<file path="config.mk">
export PLATFORM = sky130hd
export DESIGN_NAME = rng_arbiter
export DESIGN_NICKNAME = d
export VERILOG_FILES = /design/src/rtl/rng_arbiter.sv
export SDC_FILE = /design/constraint.sdc
export NUM_CORES = 1
export LEC_CHECK = 0
export ABC_AREA = 1
export ABC_CLOCK_PERIOD_IN_PS = 2400
export CORE_ASPECT_RATIO = 0.6
export CORE_UTILIZATION = 49
export DETAILED_ROUTE_END_ITERATION = 8
export MAX_ROUTING_LAYER = met4
export PLACE_DENSITY = 0.84
export SETUP_SLACK_MARGIN = 0.15
export SKIP_CTS_REPAIR_TIMING = 1
export SLEW_MARGIN = 20
export SYNTH_ARGS = -nofsm -noshare
export SYNTH_HDL_FRONTEND = slang
export SYNTH_SLANG_ARGS = --single-unit
</file>
<file path="constraint.sdc">
create_clock -name clk -period 2.4 [get_ports clk]
set_input_delay 0.48 -clock clk [delete_from_list [all_inputs] [get_ports clk]]
set_output_delay 0.48 -clock clk [all_outputs]
set_load 0.05 [all_outputs]
</file>
<file path="src/rtl/rng_arbiter.sv">
// Round-robin arbiter that serves four requesters from one shared random
// generator, rejection-sampling each value against the requester's limit.
module rng_arbiter #(
   parameter int unsigned MAX_RETRY = 15,
   parameter int unsigned WAIT_MAX  = 255
) (
   input  logic        clk,
   input  logic        rst,
   input  logic [3:0]  req,
   input  logic [31:0] lim,
   output logic [3:0]  gnt,
   output logic [7:0]  value,
   output logic        sat,
   output logic        err,
   output logic        busy,
   output logic        gen_ena,
   output logic        gen_start,
   input  logic [7:0]  gen_value,
   input  logic        gen_rdy
);

   localparam int unsigned NREQ = 4;
   localparam int unsigned IW   = 2;
   localparam int unsigned DW   = 8;
   localparam int unsigned CW   = 8;

   typedef enum logic [2:0] {
      S_IDLE,
      S_RUN,
      S_CHECK,
      S_STEP,
      S_DELIVER
   } state_t;

   state_t          r_state;
   logic [IW-1:0]   r_ptr;
   logic [IW-1:0]   r_sel;
   logic [CW-1:0]   r_retry;
   logic [CW-1:0]   r_wait;
   logic [NREQ-1:0] r_gnt;
   logic [DW-1:0]   r_value;
   logic            r_sat;
   logic            r_err;
   logic            r_busy;
   logic            r_gen_ena;

   state_t          w_state_nxt;
   logic [IW-1:0]   w_ptr_nxt;
   logic [IW-1:0]   w_sel_nxt;
   logic [CW-1:0]   w_retry_nxt;
   logic [CW-1:0]   w_wait_nxt;
   logic [NREQ-1:0] w_gnt_nxt;
   logic [DW-1:0]   w_value_nxt;
   logic            w_sat_nxt;
   logic            w_err_nxt;
   logic            w_busy_nxt;
   logic            w_gen_ena_nxt;

   logic            w_rr_hit;
   logic [IW-1:0]   w_rr_idx;
   logic [DW-1:0]   w_lim_sel;
   logic [NREQ-1:0] w_sel_onehot;

   // Round-robin search starting one past the last served requester
   always_comb begin
      w_rr_hit = 1'b0;
      w_rr_idx = r_ptr;
      for (int k = 1; k <= int'(NREQ); k++) begin
         if (!w_rr_hit && req[r_ptr + IW'(k)]) begin
            w_rr_hit = 1'b1;
            w_rr_idx = r_ptr + IW'(k);
         end
      end
   end

   // Limit of the requester currently in service
   always_comb begin
      case (r_sel)
         2'd0:    w_lim_sel = lim[7:0];
         2'd1:    w_lim_sel = lim[15:8];
         2'd2:    w_lim_sel = lim[23:16];
         default: w_lim_sel = lim[31:24];
      endcase
      w_sel_onehot = NREQ'(1) << r_sel;
   end

   // Next-state and next-output logic; outputs land in registers below
   always_comb begin
      w_state_nxt = r_state;
      w_ptr_nxt   = r_ptr;
      w_sel_nxt   = r_sel;
      w_retry_nxt = r_retry;
      w_wait_nxt  = r_wait;
      w_gnt_nxt   = '0;
      w_value_nxt = r_value;
      w_sat_nxt   = 1'b0;
      w_err_nxt   = 1'b0;

      case (r_state)
         S_IDLE: begin
            if (w_rr_hit) begin
               w_sel_nxt   = w_rr_idx;
               w_retry_nxt = '0;
               w_wait_nxt  = '0;
               w_state_nxt = S_RUN;
            end
         end
         S_RUN: begin
            w_wait_nxt = r_wait + CW'(1);
            if (gen_rdy) begin
               w_state_nxt = S_CHECK;
            end else if (r_wait == CW'(WAIT_MAX - 1)) begin
               w_state_nxt = S_DELIVER;
               w_gnt_nxt   = w_sel_onehot;
               w_value_nxt = '0;
               w_err_nxt   = 1'b1;
            end
         end
         S_CHECK: begin
            if (gen_value <= w_lim_sel) begin
               w_state_nxt = S_DELIVER;
               w_gnt_nxt   = w_sel_onehot;
               w_value_nxt = gen_value;
            end else if (r_retry < CW'(MAX_RETRY)) begin
               w_retry_nxt = r_retry + CW'(1);
               w_state_nxt = S_STEP;
            end else begin
               w_state_nxt = S_DELIVER;
               w_gnt_nxt   = w_sel_onehot;
               w_value_nxt = w_lim_sel;
               w_sat_nxt   = 1'b1;
            end
         end
         S_STEP: begin
            w_state_nxt = S_CHECK;
         end
         S_DELIVER: begin
            w_ptr_nxt   = r_sel;
            w_state_nxt = S_IDLE;
         end
         default: begin
            w_state_nxt = S_IDLE;
         end
      endcase

      w_busy_nxt    = (w_state_nxt != S_IDLE);
      w_gen_ena_nxt = (w_state_nxt == S_RUN) || (w_state_nxt == S_STEP);
   end

   // State and registered outputs
   always_ff @(posedge clk or negedge rst) begin
      if (!rst) begin
         r_state   <= S_IDLE;
         r_ptr     <= IW'(NREQ - 1);
         r_sel     <= '0;
         r_retry   <= '0;
         r_wait    <= '0;
         r_gnt     <= '0;
         r_value   <= '0;
         r_sat     <= 1'b0;
         r_err     <= 1'b0;
         r_busy    <= 1'b0;
         r_gen_ena <= 1'b0;
      end else begin
         r_state   <= w_state_nxt;
         r_ptr     <= w_ptr_nxt;
         r_sel     <= w_sel_nxt;
         r_retry   <= w_retry_nxt;
         r_wait    <= w_wait_nxt;
         r_gnt     <= w_gnt_nxt;
         r_value   <= w_value_nxt;
         r_sat     <= w_sat_nxt;
         r_err     <= w_err_nxt;
         r_busy    <= w_busy_nxt;
         r_gen_ena <= w_gen_ena_nxt;
      end
   end

   assign gnt       = r_gnt;
   assign value     = r_value;
   assign sat       = r_sat;
   assign err       = r_err;
   assign busy      = r_busy;
   assign gen_ena   = r_gen_ena;
   assign gen_start = r_gen_ena;

endmodule

</file>
==> flow_summary.toml <==
[worst_setup_path]
crit_fanout = 8
startpoint_type = "flip-flop"
cp.arrival_ns = 2.56
r2r-end = "r_retry[0]"
reg2reg_from = "r_sel[0]"
regToRegSetupSlack_ns = 0.02
endpoint_kind = "flip-flop"
reg2reg_depth = 15
crit_end = "r_retry[0]"
startpoint = "r_sel[0]"
crit_required_ns = 2.57
critPathKind = "flip-flop to flip-flop"

[timing]
setup_ws_ns = 0.0179
fin_crit_ns = 2.38
tightest_slew_ns = 0.845
hold_viol = 0
setup_viol = 0
timing.hold.ws_ns = 0.289
fin_skew_ns = 0.0135
drv_slew = 0
tns_ns = 0
fin_crit_sh_pct = 99.3
rsz0062_at_grt = "true"
max_freq_mhz = 420
slew_headroom_pct = 43.7

[detailed_routing]
dr.pass1.iters = 5
top_layer = "met4"
dr_wl_met2_um = 3190
drt_iter0_markers = 132
drc = 0
met3WireLength_um = 494
wl_per_cell_um = 14.6
drt-met1-wl_um = 3130
ant_nets = 0
wirelength_um = 6910
vias = 2576
avgViaCountPerCell = 5.43

[cells_and_area]
syn_to_final_growth_pct = 42.7
fin_nets = 468
num_antenna_cells = 0
utilization_pct = 75.3
multi_input_area_mm2 = 0.00149
final.fill_count = 328
layout.cells.non_filler = 474
ff_latch_area_um2 = 980
drive_gt1_share_pct = 25.3

[power]
power.leakage_nw = 1.68
peakVddDrop_mv = 0.657
power_density_mw_per_mm2 = 1270

[grt]
grt_use_total_pct = 25.4
grt_pass1_wl_um = 10300
first_global_vias = 2270
grt_max_degree = 40
antenna_found_initial = 0
gr-total-overflow = 0

[clock_network]
clock_path_buffers = 2
cts.htree.levels = 2
cts.clk_slew.worst_paths_ns = 0.08
numCtsBuffers = 5
cts-root-buf = "clkbuf_8"
cts_tree = "yes"
clock_latency_ns = 0.29
cts.sinks = 39

[placed_design]
portBuffers = 63
post-place-cells = 461
dp_hpwl_um = 4770
gp_congestion = 0.861
dp_slack_ns = -0.287

[synth]
synth.net_count = 386
synth_async_sr_flop_share_pct = 100
yosys-top-cells-count = "nand2_1, dfrtp_1, inv_1"
yosys.cell_count.top_type = "nand2_1"
dominantRegCellSynth = "dfrtp_1"
synthCells = 328
ys_seq_area_share_pct = 39.2
synth_edf_count = 0
yosysTopAreaCellShare_pct = 37.1
synth_area_leaders = "dfrtp_1, nand2_1, ha_1"
syn_area_mm2 = 0.00249
synthDominantAreaCellType = "dfrtp_1"
synth_area_per_cell_um2 = 7.61
ys_ff_latch = 39
synthDistinctLibCells = 39
synth_warnings = 0

[outcome]
outcome = "complete, no violations"

[floorplanning]
die_area_mm2 = 0.00539
die_x_um = 94.1
num_rows = 19
core_area_mm2 = 0.00473
num_io_pins = 64
initial_utilization_pct = 52.7
dieHeight_um = 57.3

[hold_path]
hp-class = "input pin to async pin"

[flow_run]
drv_cap = 0
## layout by cell type, fill, tap and decap left out, types with 10 or more instances in the layout
master           netlist  layout
nand3_1               25      21
o21ai_0               25      16
nand2_2                5      21
inv_1                 34      34
buf_4                  1      13
nor2_1                18      15
nand2_1              107      90
o21ai_2                6      18
dfrtp_1               37      36
clkdlybuf4s50_1        0      62
ha_1                  11      10
## stage by stage
stage,cell area (um2),total power [W]
6_report,3560,0.00453
5_1_grt,3560,0.00482
4_1_cts,3340,0.00400
3_5_place_dp,3250,0.00357
3_3_place_gp,3250,0.00347
2_1_floorplan,2490,0.00277
## report_power, final
part / leakage (nW) / switching, W / internal, W / total, W
sequential: 0.514 / 0.000168 / 0.000842 / 0.00101
combinational: 1.13 / 0.00194 / 0.00115 / 0.00309
clock: 0.0412 / 0.000227 / 0.000203 / 0.000430
total: 1.68 / 0.00233 / 0.00219 / 0.00453
## cell families (layout without fill, tap and decap cells)
logic type      after synthesis  count (layout)  share of synthesized area (%)
flops                        39              39                           39.2
buf+inv                      47             129                           8.07
compound gates               51              52                           12.3
xor+xnor                      3               3                           1.05
fa+ha+maj                    11              11                           5.52
simple gates                177             177                           33.8
## critical path: stages, from the launching register on
cell	delay, ns
dfrtp_1	0.40
buf_6	0.14
nor2_4	0.08
buf_6	0.13
nand2_1	0.06
nand3_1	0.11
o21ai_2	0.10
ha_1	0.29
nand2_2	0.07
nor2_2	0.13
nand4_1	0.21
nand3_4	0.18
buf_6	0.16
nand2_8	0.08
nand2_4	0.08
nand2_2	0.04
## how the worst min path moves through the flow
stage | start | to | slack [ns] | depth (start not counted)
final | rst | value[3] | 0.29 | 1
after global routing | rst | value[3] | 0.34 | 1
after CTS | rst | value[6] | 0.31 | 1
after detailed placement | value[1] | value[1] | 0.47 | 2
after global placement | value[0] | value[0] | 0.46 | 2
after floorplan | rst | busy | 0.18 | 0
## final cells by class
| type | count | share of cell area, % |
|---|---|---|
| clock inverter | 2 | 0.351 |
| timing repair buffer | 80 | 21.6 |
| inverter | 41 | 4.46 |
| multi-input combinational | 243 | 41.8 |
| tap | 63 | 2.21 |
| sequential | 39 | 27.5 |
| clock buffer | 6 | 2.04 |
## metal layers
layer / vias up / track usage, %
met5: - / -
met4: 0 / 4.84
met3: 13 / 4.80
met2: 112 / 38.5
met1: 1217 / 35.8
li1: 1234 / -
## sequential cells by signal, summed over array words and instances (netlist names)
name     flops
gnt          4
r_retry      8
r_state      3
r_sel        2
gen_ena      1
r_wait       8
value        8
sat          1
busy         1
r_ptr        2
err          1
Power figures use the tool's default switching activity.
